**config.mk**
```make
export PLATFORM = sky130hd
export DESIGN_NAME = sobel_stream_ctrl_flat
export DESIGN_NICKNAME = d
export VERILOG_FILES = /design/src/rtl/sobel_stream_ctrl_if.sv /design/src/rtl/sobel_stream_ctrl.sv /design/src/flat_wrapper.sv
export SDC_FILE = /design/constraint.sdc
export NUM_CORES = 1
export LEC_CHECK = 0
export CORE_ASPECT_RATIO = 0.7
export CORE_UTILIZATION = 50
export CTS_BUF_LIST = sky130_fd_sc_hd__clkbuf_2 sky130_fd_sc_hd__clkbuf_4 sky130_fd_sc_hd__clkbuf_8
export CTS_CLUSTER_DIAMETER = 30
export DETAILED_ROUTE_END_ITERATION = 10
export DONT_BUFFER_PORTS = 1
export PLACE_DENSITY_LB_ADDON = 0.12
export SLEW_MARGIN = 30
export SYNTH_ARGS = -nofsm -noshare
export SYNTH_HDL_FRONTEND = slang
export SYNTH_SLANG_ARGS = --single-unit
```
**constraint.sdc**
```tcl
create_clock -name clk -period 10.8 [get_ports clk]
set_input_delay 2.7 -clock clk [delete_from_list [all_inputs] [get_ports clk]]
set_output_delay 2.7 -clock clk [all_outputs]
set_load 0.02 [all_outputs]
```
**src/rtl/sobel_stream_ctrl_if.sv**
```systemverilog
// ---------------------------------------------------------------------------
// sobel_stream_ctrl_if
// Pixel-in / edge-out stream bundle for sobel_stream_ctrl.
//
// Handshake rule for both directions: a transfer happens on a rising clock
// edge where valid and ready are both 1. A producer holding valid=1 keeps
// its payload stable until that transfer; ready may depend on valid
// combinationally, valid never depends on ready.
//
// Signals
//   in_valid  / in_ready  / in_pixel[7:0] : pixel stream, raster order
//   out_valid / out_ready / out_edge      : edge-bit stream, interior pixels
// Modports
//   master : pixel source + edge sink side (drives in_*, out_ready)
//   slave  : the controller (drives in_ready, out_valid, out_edge)
// ---------------------------------------------------------------------------
interface sobel_stream_ctrl_if;
  logic       in_valid;
  logic       in_ready;
  logic [7:0] in_pixel;
  logic       out_valid;
  logic       out_ready;
  logic       out_edge;

  modport master (
    output in_valid, in_pixel, out_ready,
    input  in_ready, out_valid, out_edge
  );

  modport slave (
    input  in_valid, in_pixel, out_ready,
    output in_ready, out_valid, out_edge
  );
endinterface

```
**src/rtl/sobel_stream_ctrl.sv**
```systemverilog
// ---------------------------------------------------------------------------
// sobel_stream_ctrl
// Streams a raster-scan 8-bit image through a Sobel edge operator. Two line
// buffers plus a 3x3 window feed the operator; one registered edge bit is
// emitted per interior pixel (row >= 2 and col >= 2).
//
// Parameters : IMG_W, IMG_H (image size, both >= 3)
// Ports
//   clk, rst_n     : clock (rising edge), asynchronous active-low reset
//   start          : begins a frame when in IDLE; threshold latched then
//   threshold[7:0] : edge threshold, edge = (|gx|+|gy|) > threshold
//   stream         : sobel_stream_ctrl_if.slave (pixel in, edge out)
//   busy           : high while in RUN or DRAIN
//   done           : one-cycle pulse on the cycle the FSM re-enters IDLE
//   edge_count     : edges counted in the last frame
//   dbg_state      : current FSM state (0 IDLE, 1 RUN, 2 DRAIN)
// Optional feature macro: SOBEL_EDGE_COUNT_EN enables the edge counter;
// when undefined edge_count is tied to 0.
// ---------------------------------------------------------------------------
module sobel_stream_ctrl #(
  parameter int IMG_W = 64,
  parameter int IMG_H = 64
) (
  input  logic                          clk,
  input  logic                          rst_n,
  input  logic                          start,
  input  logic [7:0]                    threshold,
  sobel_stream_ctrl_if.slave            stream,
  output logic                          busy,
  output logic                          done,
  output logic [$clog2(IMG_W*IMG_H):0]  edge_count,
  output logic [1:0]                    dbg_state
);
  localparam int CW = $clog2(IMG_W);
  localparam int RW = $clog2(IMG_H);
  localparam int EW = $clog2(IMG_W*IMG_H) + 1;
  localparam logic [CW-1:0] COL_LAST = CW'(IMG_W - 1);
  localparam logic [RW-1:0] ROW_LAST = RW'(IMG_H - 1);

  typedef enum logic [1:0] {IDLE = 2'd0, RUN = 2'd1, DRAIN = 2'd2} state_t;

  state_t        state_q, state_d;
  logic [CW-1:0] col_q;
  logic [RW-1:0] row_q;
  logic [7:0]    thr_q;
  logic          in_ready, out_valid_q, out_edge_q;
  logic          accept, start_acc, out_fire, interior, last_px;

  // win_q[row][col]: row 0 = oldest line, col 2 = newest column.
  logic [7:0] win_q [3][3];
  logic [7:0] win_d [3][3];
  logic [7:0] lb0 [IMG_W];
  logic [7:0] lb1 [IMG_W];

  assign stream.in_ready  = in_ready;
  assign stream.out_valid = out_valid_q;
  assign stream.out_edge  = out_edge_q;

  assign accept    = stream.in_valid && in_ready;
  assign start_acc = start && (state_q == IDLE);
  assign out_fire  = out_valid_q && stream.out_ready;
  assign interior  = (row_q >= RW'(2)) && (col_q >= CW'(2));
  assign last_px   = (row_q == ROW_LAST) && (col_q == COL_LAST);

  // ---------------- FSM: state register ----------------
  always_ff @(posedge clk or negedge rst_n) begin
    if (!rst_n) state_q <= IDLE;
    else        state_q <= state_d;
  end

  // ---------------- FSM: next state ----------------
  always_comb begin
    state_d = state_q;
    case (state_q)
      IDLE:    if (start) state_d = RUN;
      RUN:     if (accept && last_px) state_d = DRAIN;
      DRAIN:   if (!out_valid_q || stream.out_ready) state_d = IDLE;
      default: state_d = IDLE;
    endcase
  end

  // ---------------- FSM: outputs ----------------
  always_comb begin
    in_ready  = (state_q == RUN) && (!out_valid_q || stream.out_ready);
    busy      = (state_q != IDLE);
    dbg_state = state_q;
  end

  // Post-shift window: what the window becomes if the current pixel is taken.
  // The core sees this so the edge bit lines up with the accepted pixel.
  always_comb begin
    for (int r = 0; r < 3; r++) begin
      win_d[r][0] = win_q[r][1];
      win_d[r][1] = win_q[r][2];
    end
    win_d[0][2] = lb0[col_q];
    win_d[1][2] = lb1[col_q];
    win_d[2][2] = stream.in_pixel;
  end

  // ---------------- Sobel core ----------------
  function automatic logic [9:0] x1(input logic [7:0] v);
    return {2'b00, v};
  endfunction

  function automatic logic [9:0] x2(input logic [7:0] v);
    return {1'b0, v, 1'b0};
  endfunction

  logic [9:0]  gx_pos, gx_neg, gy_pos, gy_neg, gx_abs, gy_abs;
  logic [11:0] grad;
  logic        core_edge;

  // Each partial sum is at most 4*255 = 1020, so 10 bits never overflow;
  // magnitudes are taken as the difference of the two non-negative halves.
  always_comb begin
    gx_pos    = x1(win_d[0][2]) + x2(win_d[1][2]) + x1(win_d[2][2]);
    gx_neg    = x1(win_d[0][0]) + x2(win_d[1][0]) + x1(win_d[2][0]);
    gy_pos    = x1(win_d[2][0]) + x2(win_d[2][1]) + x1(win_d[2][2]);
    gy_neg    = x1(win_d[0][0]) + x2(win_d[0][1]) + x1(win_d[0][2]);
    gx_abs    = (gx_pos >= gx_neg) ? (gx_pos - gx_neg) : (gx_neg - gx_pos);
    gy_abs    = (gy_pos >= gy_neg) ? (gy_pos - gy_neg) : (gy_neg - gy_pos);
    grad      = {2'b00, gx_abs} + {2'b00, gy_abs};
    core_edge = grad > {4'b0000, thr_q};
  end

  // ---------------- Datapath ----------------
  always_ff @(posedge clk or negedge rst_n) begin
    if (!rst_n) begin
      col_q       <= '0;
      row_q       <= '0;
      thr_q       <= '0;
      out_valid_q <= 1'b0;
      out_edge_q  <= 1'b0;
      done        <= 1'b0;
      for (int r = 0; r < 3; r++)
        for (int c = 0; c < 3; c++)
          win_q[r][c] <= '0;
    end else begin
      done <= (state_q == DRAIN) && (state_d == IDLE);
      if (start_acc) begin
        col_q <= '0;
        row_q <= '0;
        thr_q <= threshold;
        for (int r = 0; r < 3; r++)
          for (int c = 0; c < 3; c++)
            win_q[r][c] <= '0;
      end else if (accept) begin
        win_q <= win_d;
        // The window is not cleared on wrap; its stale columns only reach
        // the core for col < 2, which never produces an output.
        if (col_q == COL_LAST) begin
          col_q <= '0;
          row_q <= row_q + 1'b1;
        end else begin
          col_q <= col_q + 1'b1;
        end
      end
      // An accept while out_valid is set implies out_ready (see in_ready),
      // so overwriting the held bit here never drops an output.
      if (accept && interior) begin
        out_valid_q <= 1'b1;
        out_edge_q  <= core_edge;
      end else if (out_fire) begin
        out_valid_q <= 1'b0;
      end
    end
  end

  // Line buffers hold no reset: rows 0 and 1 are never emitted, so whatever
  // they hold before being written cannot reach an output.
  always_ff @(posedge clk) begin
    if (accept) begin
      lb0[col_q] <= lb1[col_q];
      lb1[col_q] <= stream.in_pixel;
    end
  end

`ifdef SOBEL_EDGE_COUNT_EN
  logic [EW-1:0] cnt_q, cnt_d, edge_count_q;

  always_comb begin
    cnt_d = cnt_q;
    if (out_fire && out_edge_q) cnt_d = cnt_q + 1'b1;
  end

  // The frame total is captured with cnt_d so a final output accepted on
  // the DRAIN exit cycle is still included.
  always_ff @(posedge clk or negedge rst_n) begin
    if (!rst_n) begin
      cnt_q        <= '0;
      edge_count_q <= '0;
    end else begin
      if (start_acc) cnt_q <= '0;
      else           cnt_q <= cnt_d;
      if ((state_q == DRAIN) && (state_d == IDLE)) edge_count_q <= cnt_d;
    end
  end

  assign edge_count = edge_count_q;
`else
  assign edge_count = '0;
`endif

endmodule

```
**src/flat_wrapper.sv**
```systemverilog
// flat-port wrapper written by rule: the top's interface ports become plain ports
module sobel_stream_ctrl_flat 
#(
  parameter int IMG_W = 64,
  parameter int IMG_H = 64
)
  (clk, rst_n, start, threshold, busy, done, edge_count, dbg_state, stream_in_valid, stream_in_pixel, stream_out_ready, stream_in_ready, stream_out_valid, stream_out_edge);
  sobel_stream_ctrl_if stream_i ();
  input  logic clk;
  input  logic rst_n;
  input  logic start;
  input  logic [7:0] threshold;
  output logic busy;
  output logic done;
  output logic [$clog2(IMG_W*IMG_H):0] edge_count;
  output logic [1:0] dbg_state;
  input wire logic [$bits(stream_i.in_valid)-1:0] stream_in_valid;
  input wire logic [$bits(stream_i.in_pixel)-1:0] stream_in_pixel;
  input wire logic [$bits(stream_i.out_ready)-1:0] stream_out_ready;
  output wire logic [$bits(stream_i.in_ready)-1:0] stream_in_ready;
  output wire logic [$bits(stream_i.out_valid)-1:0] stream_out_valid;
  output wire logic [$bits(stream_i.out_edge)-1:0] stream_out_edge;
  assign stream_i.in_valid = stream_in_valid;
  assign stream_i.in_pixel = stream_in_pixel;
  assign stream_i.out_ready = stream_out_ready;
  assign stream_in_ready = stream_i.in_ready;
  assign stream_out_valid = stream_i.out_valid;
  assign stream_out_edge = stream_i.out_edge;
  sobel_stream_ctrl #(.IMG_W(IMG_W), .IMG_H(IMG_H)) u_core (.clk(clk), .rst_n(rst_n), .start(start), .threshold(threshold), .stream(stream_i), .busy(busy), .done(done), .edge_count(edge_count), .dbg_state(dbg_state));
endmodule
```
-- After elaboration in Yosys (flattened, before gate mapping)
Memory sizes are Yosys's and may differ from the RTL's.
Cells that the tools add are included.
- bits in registers: 73
- bits in writable memories: 1024
- bits of input ports: 21
- output and inout port bits: 20
- logic and storage cells: 75
- memories kept: 2
- $add $sub $neg: 15
- $lt $le $gt $ge: 5
- equal/unequal tests: 4
- multiplexer cells: 18
- reductions and logical operators: 18
- memories (name ; words ; bits a word ; rd ports ; clocked after memory_dff ; write ports ; RTL line ; text):
    u_core.lb0 ; 64 ; 8 ; 1 ; 0 ; 1 ; sobel_stream_ctrl.sv:52 ; logic [7:0] lb0 [IMG_W];
    u_core.lb1 ; 64 ; 8 ; 1 ; 0 ; 1 ; sobel_stream_ctrl.sv:53 ; logic [7:0] lb1 [IMG_W];
- operators by type and width (kind ; number):
    64-bit two-way mux ; 2
    10-bit by 8-bit adder with 10-bit output ; 4
    8-bit by 9-bit adder with 10-bit output ; 4
    10-bit subtractor ; 4
    6-bit two-way mux ; 6
    10-bit greater-or-equal comparator ; 2
    10-bit two-way mux ; 2
    6-bit by 1-bit adder with 6-bit output, second input constant ; 2
    6-bit == test, second input constant ; 2
    6-bit by 2-bit greater-or-equal comparator with 1-bit output, second input constant ; 2
    12-bit by 8-bit greater-than comparator with 1-bit output ; 1
    10-bit by 10-bit adder with 11-bit output ; 1
    1-bit logical AND ; 9
    2-bit nonzero test ; 4
    2-bit two-way mux ; 3
    2-bit case mux with 3 select lines ; 1
    2-bit logical NOT ; 2
    1-bit two-way mux ; 4
    2-bit by 1-bit == test with 1-bit output, second input constant ; 1
    2-bit == test, second input constant ; 1
    2-bit AND reduction ; 1
    1-bit logical NOT ; 1
    1-bit logical OR ; 1

-- Depth between registers and ports, before layout
Gate-level depths: netlist of run 1.
- word-level depth: 9
- mapped depth: 42
- gate-level depth less buffers: 36

-- Worst setup path after synthesis of run 1
No wires, ideal clock.
- path type: reg2reg
- from: register u_core.col_q[2]
- to: register u_core.out_edge_q (netlist: u_core.stream.out_edge)
- setup time: 0.136 ns
- arrival: 8.754 ns
- data required time: 10.664 ns
- slack: 1.909 ns
- cell stages (with the launch flop): 37
- path buffers: 6
- period minus slack after synthesis: 8.891 ns
- cell sequence: dfrtp_1 buf_6 buf_6 buf_4 buf_2 mux2_2 a221oi_1 o22ai_1 a21oi_1 nand3_1 fa_1 fa_1 a21o_1 a21oi_1 o21bai_1 a21oi_1 xnor2_1 ha_1 clkbuf_1 a21oi_1 o21ai_0 o41ai_2 buf_2 mux2_2 ha_1 a211oi_1 o21bai_1 a21oi_1 o21ai_0 xnor2_1 ha_1 a21oi_1 o21ai_0 mux2i_1 a21oi_1 a2111oi_0 a31oi_1
- RTL lines (element ; RTL line ; text):
    from (decl) ; sobel_stream_ctrl.sv:43 ; logic [CW-1:0] col_q;
    from (signal assigned) ; sobel_stream_ctrl.sv:156 ; col_q <= col_q + 1'b1;
    to (signal assigned) ; sobel_stream_ctrl.sv:163 ; out_edge_q <= core_edge;
    to (decl) ; sobel_stream_ctrl.sv:46 ; logic in_ready, out_valid_q, out_edge_q;

-- Final worst setup path of run 1
- from: register u_core.col_q[1]
- to: register u_core.out_edge_q (netlist: u_core.stream.out_edge)
- longest elaborated chain between the ends: 7
- elaborated cells on any way between the ends: 18
- classes of those cells: 8 x add/sub; 4 x order compare; 2 x mux; 2 x reduce/logical; 2 x memory
- ends and longest elaborated chain (element ; RTL line ; text):
    memory read 64 x 8 bit, on equally long branches ; - ;
    8-bit by 9-bit adder with 10-bit output ; sobel_stream_ctrl.sv:117 ; gx_pos = x1(win_d[0][2]) + x2(win_d[1][2]) + x1(win_d[2][2]);
    10-bit by 8-bit adder with 10-bit output ; sobel_stream_ctrl.sv:117 ;
    10-bit subtractor / 10-bit greater-or-equal comparator (equally long branches) ; sobel_stream_ctrl.sv:121 ; gx_abs = (gx_pos >= gx_neg) ? (gx_pos - gx_neg) : (gx_neg - gx_pos);
    10-bit two-way mux ; sobel_stream_ctrl.sv:121 ;
    10-bit by 10-bit adder with 11-bit output ; sobel_stream_ctrl.sv:123 ; grad = {2'b00, gx_abs} + {2'b00, gy_abs};
    12-bit by 8-bit greater-than comparator with 1-bit output ; sobel_stream_ctrl.sv:124 ; core_edge = grad > {4'b0000, thr_q};
Several ways; a longest one is shown, not always the timed one.
A chain may end at the register's enable or synchronous reset.

==> reports/qor.csv, run 1 <==
metric,value,unit
Min-Delay Path Class,flip-flop to flip-flop,
arrival time at the worst endpoint,10.74,ns
Tot GR Track Use,30.9,%
clock-pin slew of the registers on the worst-case setup and hold paths,0.06,ns
WS Path Type,flip-flop to flip-flop,
initial core utilization,50.9,%
post_cts resized,0,
compound-gate portion of the synthesized area,9.51,%
Ys Warns,0,
critical path's largest stage delay,0.84,ns
drt first-iter violations,4066,
"most common cell after layout, fill and taps aside",edfxtp_1,
first-pass GRT wire length,208000,um
CTS tree,built,
clk sink count,1097,
Final Worst Setup Slack,0.791,ns
Synth top area share,65.3,%
Mean Syn Cell Area,15.7,um2
RD Place Congestion,0.914,
sequential area share after synthesis,69.2,%
largest family of logic cells by synthesized area,compound AO/OA/AOI/OAI gates,
cell area after synthesis,0.0471,mm2
CTS Root Cell,clkbuf_8,
Worst setup SP type,flip-flop,
Clock Tree Buf Depth,3,
initial antenna violation count,7,
Main synth FF type,edfxtp_1,
Rows,93,
number of global-route vias before repair,28400,
Core ar.,0.0926,mm2
Cells after Synth,2994,
Die X,369,um
dpl ws,1.06,ns
Post-Route WL,147000,um
"EDFF count, synth",1024,
"FF+latch count, synth",1097,
largest net degree at the start of global routing,76,
I/O pin total,41,
Period minus WS final,10.01,ns
via count,29100,
H-tree depth,4,
final setup fails,0,
global routing usage on met3,10.0,%
unrepaired setup endpoints after global routing,no,
drt drc,0,
CP Capture Type,flip-flop,
DIE AREA,0.0955,mm2
CTS Buf Count,171,
# Max-Cap Violations,0,
Via density,6.44,
xor/xnor share of the synthesized area,1.17,%
top post-synthesis cells by area,"edfxtp_1 (65%), mux2i_1 (4.0%), dfrtp_1 (3.9%), mux4_2 (2.9%), ha_1 (2.5%)",
period utilization,92.7,%
most frequent cells in the layout,"edfxtp_1 (1,024), mux2i_1 (190), clkbuf_8 (178), buf_4 (153), nand2_1 (151)",
Synth cell types,83,
routing usage on met2,44.3,%
grt total ovfl,0,
setup_tns,0,ns
adder-cell share of the synthesized area,4.12,%
Clock Skews,0.0429,ns
M1 GR Usage,44.3,%
max-slew violation count,0,
mux contribution to synthesized area,8.20,%
status,finished clean,
Post-DP HPWL,91000,um
Placed Area,0.0490,mm2
CP max stage cell,dfrtp_4,
ys async rst share,6.65,%
final net count,3299,
Max-slew headroom,24.8,%
Slew @ Worst Pin,1.12,ns
Fin. Hold Viols,0,
Post-CTS Hold Fix Bufs,0,
final cell area excluding filler cells,0.0526,mm2
DRT Pass-1 Iters,8,
wire per inst,32.6,um
grt peak-use layer,met1,
area grow syn2layout,11.6,%
dominant cell type by area after synthesis,edfxtp_1,
Post-CTS Setup Inserts,0,
simple-gate share of the synthesized area,4.99,%
Final ANT Viol Nets,0,
clk_lat worst skew,0.91,ns
cell repeated most along the worst path,a21oi_1,
PortBufs,0,
fmax,0.0999,GHz
required time worst endpoint,11.54,ns
DIE HEIGHT,259,um
layout cell share with drive strength beyond 1,18.3,%
crit-path max FO,42,
-- cells by family after synthesis --
family,count (synthesis)
multiplexers,304
adder cells (fa/ha/maj),133
other,1
flip-flops,1097
AO/OA/AOI/OAI,637
AND/OR/NAND/NOR,491
buffers and inverters,268
XOR/XNOR,63
-- final timing paths --
path                       slack (ns)                     end             start  cells after the start
min reg2reg                      0.47        u_core.win_d[46]  u_core.win_d[38]                      2
min                              0.47        u_core.win_d[46]  u_core.win_d[38]                      2
max in group asynchronous        9.09         u_core.col_q[1]             rst_n                      0
min in group asynchronous        1.51         u_core.thr_q[5]             rst_n                      0
max                              0.79  u_core.stream.out_edge   u_core.col_q[1]                     36
max reg2reg                      0.79  u_core.stream.out_edge   u_core.col_q[1]                     36
-- area by class of cell --
type	instances	area, um2
Fill cell	7307	40000
Clock buffer	224	2800
Timing Repair Buffer	159	1270
Clock inverter	88	771
Antenna cell	2	5.00
Sequential cell	1097	32600
Multi-Input combinational cell	1641	13300
Inverter	75	284
Tap cell	1235	1550
-- per-stage QoR --
step	instances	hold slack, ns	utilization [%]
finish	4521	0.474	56.8
floorplan	3006	0.442	-
detailed placement	4207	0.466	52.9
global placement	4207	0.458	52.9
global route	4520	0.509	56.8
CTS	4519	0.475	56.8
-- routing by layer --
layer / wire length [um] / vias up
met5: 49 / -
met4: 4800 / 8
met3: 18100 / 300
met2: 63300 / 1800
met1: 61100 / 14900
li1: - / 12100
-- Yosys cell counts, drive strengths merged, types with 42 or more instances --
cell / count
edfxtp: 1024
o22ai: 79
a21oi: 84
a221oi: 79
mux2i: 190
dfrtp: 73
ha: 96
mux4: 60
inv: 75
buf: 118
clkbuf: 75
nor2: 141
o21ai: 121
nand3: 42
mux2: 54
a22oi: 61
nand2: 155
-- sequential cells by signal (all words and copies together) (netlist names) --
signal and count:
u_core.col_q 6, u_core.dbg_state 2, u_core.done 1, u_core.lb0 512, u_core.lb1 512, u_core.row_q 6, u_core.stream.out_edge 1, u_core.stream.out_valid 1
u_core.thr_q 8, u_core.win_d 48
-- critical path, delay by kind of cell (launching register included) --
kind,cells,cell delay (ns)
AOI/OAI and AO/OA,19,4.16
muxes,3,0.65
DFF,1,0.84
xor gates and xnor gates,3,0.44
and+or+nand+nor,1,0.63
adders and majority gates,6,1.89
buffers and inverters,4,1.13
Power of run 1 is not shown: default switching activity piles up to over one toggle a cycle in this logic, so the estimate is an artifact.
==> run 2, diff against run 1 <==
clock period = 8.7 ns   (was 10.8 ns; I/O delays follow)
==> run 2 against run 1 <==
Compared with the run above: non-clock buffer count grew 212; clock skew grew 0.026 ns; largest cell class unchanged; critical endpoint unchanged; final area grew 4.0%; first-iteration DRC count grew 4.6%; sequential share of layout area shrank 2.4 points; flip-flop and latch count is the same; worst hold slack gained 0.0058 ns; maximum frequency grew 20%; final cell count grew 4.9%.
==> reports/qor.csv, run 2 (synthesized netlist as in run 1, its figures left out) <==
metric,value,unit,change
wire per inst,31.6,um,-3.0%
Die X,369,um,unchanged
# Max-Cap Violations,0,,unchanged
DRT Pass-1 Iters,6,,-2
Post-CTS Hold Fix Bufs,0,,unchanged
Post-DP HPWL,96000,um,+5.5%
first-pass GRT wire length,212000,um,+1.6%
via count,30200,,+3.9%
final setup fails,0,,unchanged
required time worst endpoint,9.42,ns,-2.12 ns
crit-path max FO,23,,-45%
clk sink count,1097,,unchanged
CP Capture Type,flip-flop,,
H-tree depth,4,,unchanged
RD Place Congestion,0.945,,+3.4%
cell repeated most along the worst path,a21oi_2,,
CP max stage cell,dfrtp_4,,
clk_lat worst skew,0.92,ns,about the same
Rows,93,,unchanged
CTS Buf Count,176,,+2.9%
number of global-route vias before repair,28900,,+1.6%
area grow syn2layout,16.1,%,
Max-slew headroom,32.9,%,+8.1 points
Worst setup SP type,flip-flop,,
Reg2Reg Setup Slack,0.38,ns,-0.42 ns
Crit Reg-Reg Startpoint,u_core.col_q[1],,
drt first-iter violations,4252,,+4.6%
I/O pin total,41,,unchanged
Critical Path Source,u_core.col_q[1],,
layout cell share with drive strength beyond 1,24.2,%,+5.9 points
WS Path Type,flip-flop to flip-flop,,
final cell area excluding filler cells,0.0547,mm2,+4.0%
initial core utilization,50.9,%,unchanged
initial antenna violation count,7,,unchanged
FF-to-FF path depth,33,,-8.3%
CTS tree,built,,
grt total ovfl,0,,unchanged
most frequent cells in the layout,"edfxtp_1 (1,024), buf_4 (337), mux2i_1 (188), clkbuf_8 (181), nand2_1 (150)",,
Filler cells,7113,,-2.7%
Core ar.,0.0926,mm2,unchanged
Fin. Hold Viols,0,,unchanged
CTS Root Cell,clkbuf_8,,
Placed Area,0.0505,mm2,+3.1%
Tot GR Track Use,31.2,%,+0.30 points
CP Capture Point,u_core.stream.out_edge,,
Final ANT Viol Nets,0,,unchanged
final net count,3516,,+6.6%
clock-pin slew of the registers on the worst-case setup and hold paths,0.06,ns,about the same
Clock Tree Buf Depth,3,,unchanged
arrival time at the worst endpoint,9.05,ns,-1.69 ns
Post-Route WL,150000,um,+1.8%
critical path's largest stage delay,0.56,ns,-0.28 ns
period utilization,95.7,%,+3.0 points
PortBufs,0,,unchanged
max-slew violation count,0,,unchanged
largest net degree at the start of global routing,74,,-2.6%
DIE HEIGHT,259,um,unchanged
FF-to-FF End,u_core.stream.out_edge,,
drt drc,0,,unchanged
DIE AREA,0.0955,mm2,unchanged
fmax,0.120,GHz,+20%
Via density,6.38,,-0.96%
Reg area,0.0326,mm2,unchanged
status,finished clean,,
Slew @ Worst Pin,1.00,ns,-0.116 ns
Min-Delay Path Class,flip-flop to flip-flop,,
multi-input logic area,0.0135,mm2,+1.6%
"most common cell after layout, fill and taps aside",edfxtp_1,,
Clock Skews,0.0692,ns,+0.0263 ns
Period minus WS final,8.32,ns,-1.68 ns
-- run 2: cell types whose count changed in the layout (fill, tap and decap cells not counted), sizes merged --
cell and change:
clkbuf +9, bufinv -4, clkinvlp +3, buf +210
clkinv -2, inv +7
-- run 2: cell type report --
type                    count  area share (%)
diodes                      2         0.00915
flip-flops and latches   1097            59.6
well taps                1235            2.83
clock inverters            92            1.38
multi-input cells        1641            24.8
inverters                  75           0.515
clock buffers             231            5.24
repair buffers            371            5.67
-- run 2: per-stage QoR --
step / instances / utilization [%] / hold WS (ns) / worst slack [ns] / TNS (ns)
2_1_floorplan: 3006 / - / 0.442 / 0.100 / 0
3_3_place_gp: 4396 / 54.5 / 0.452 / -0.311 / -0.311
3_5_place_dp: 4396 / 54.5 / 0.457 / -0.257 / -0.257
4_1_cts: 4720 / 58.5 / 0.474 / 0.000822 / 0
5_1_grt: 4743 / 59.0 / 0.520 / -0.0279 / -0.0279
6_report: 4744 / 59.0 / 0.480 / 0.376 / 0
-- run 2: metal layers --
| metal | part of all wire, % | vias up | routed length [um] | global-route usage (%) |
|---|---|---|---|---|
| met5 | 0.031 | - | 47 | 0 |
| met3 | 13 | 303 | 19000 | 9.30 |
| met4 | 3.2 | 8 | 4870 | 11.6 |
| li1 | - | 12600 | - | - |
| met1 | 42 | 15400 | 62500 | 45.9 |
| met2 | 42 | 1957 | 63600 | 43.8 |
-- run 2: repair_timing --
item / 4_1_cts / 5_1_grt
pin swaps: 0 / 13
gates cloned: 0 / 2
setup buffers: 1 / 20
setup endpoints to repair: 1 / 1
resized for setup: 14 / 61
-- run 2: how the worst min path moves through the flow --
stage	from	to	cells past startpoint	slack, ns
floorplan	u_core.win_d[37]	u_core.win_d[45]	2	0.44
global placement	u_core.win_d[38]	u_core.win_d[46]	2	0.45
detailed placement	u_core.win_d[37]	u_core.win_d[45]	2	0.46
CTS	u_core.win_d[37]	u_core.win_d[45]	2	0.47
global route	u_core.win_d[37]	u_core.win_d[45]	2	0.52
finish	u_core.win_d[37]	u_core.win_d[45]	2	0.48
-- run 2: worst max-delay path, delay by kind of cell (launching register included) --
kind	cells	cell delay [ns]
flip-flops	1	0.56
AND/OR/NAND/NOR	2	0.83
multiplexers	2	0.51
adder cells (fa/ha/maj)	5	1.90
AO/OA/AOI/OAI	18	3.18
buffers and inverters	4	0.82
XOR/XNOR	2	0.32
Power of run 2 is left out for the same reason.
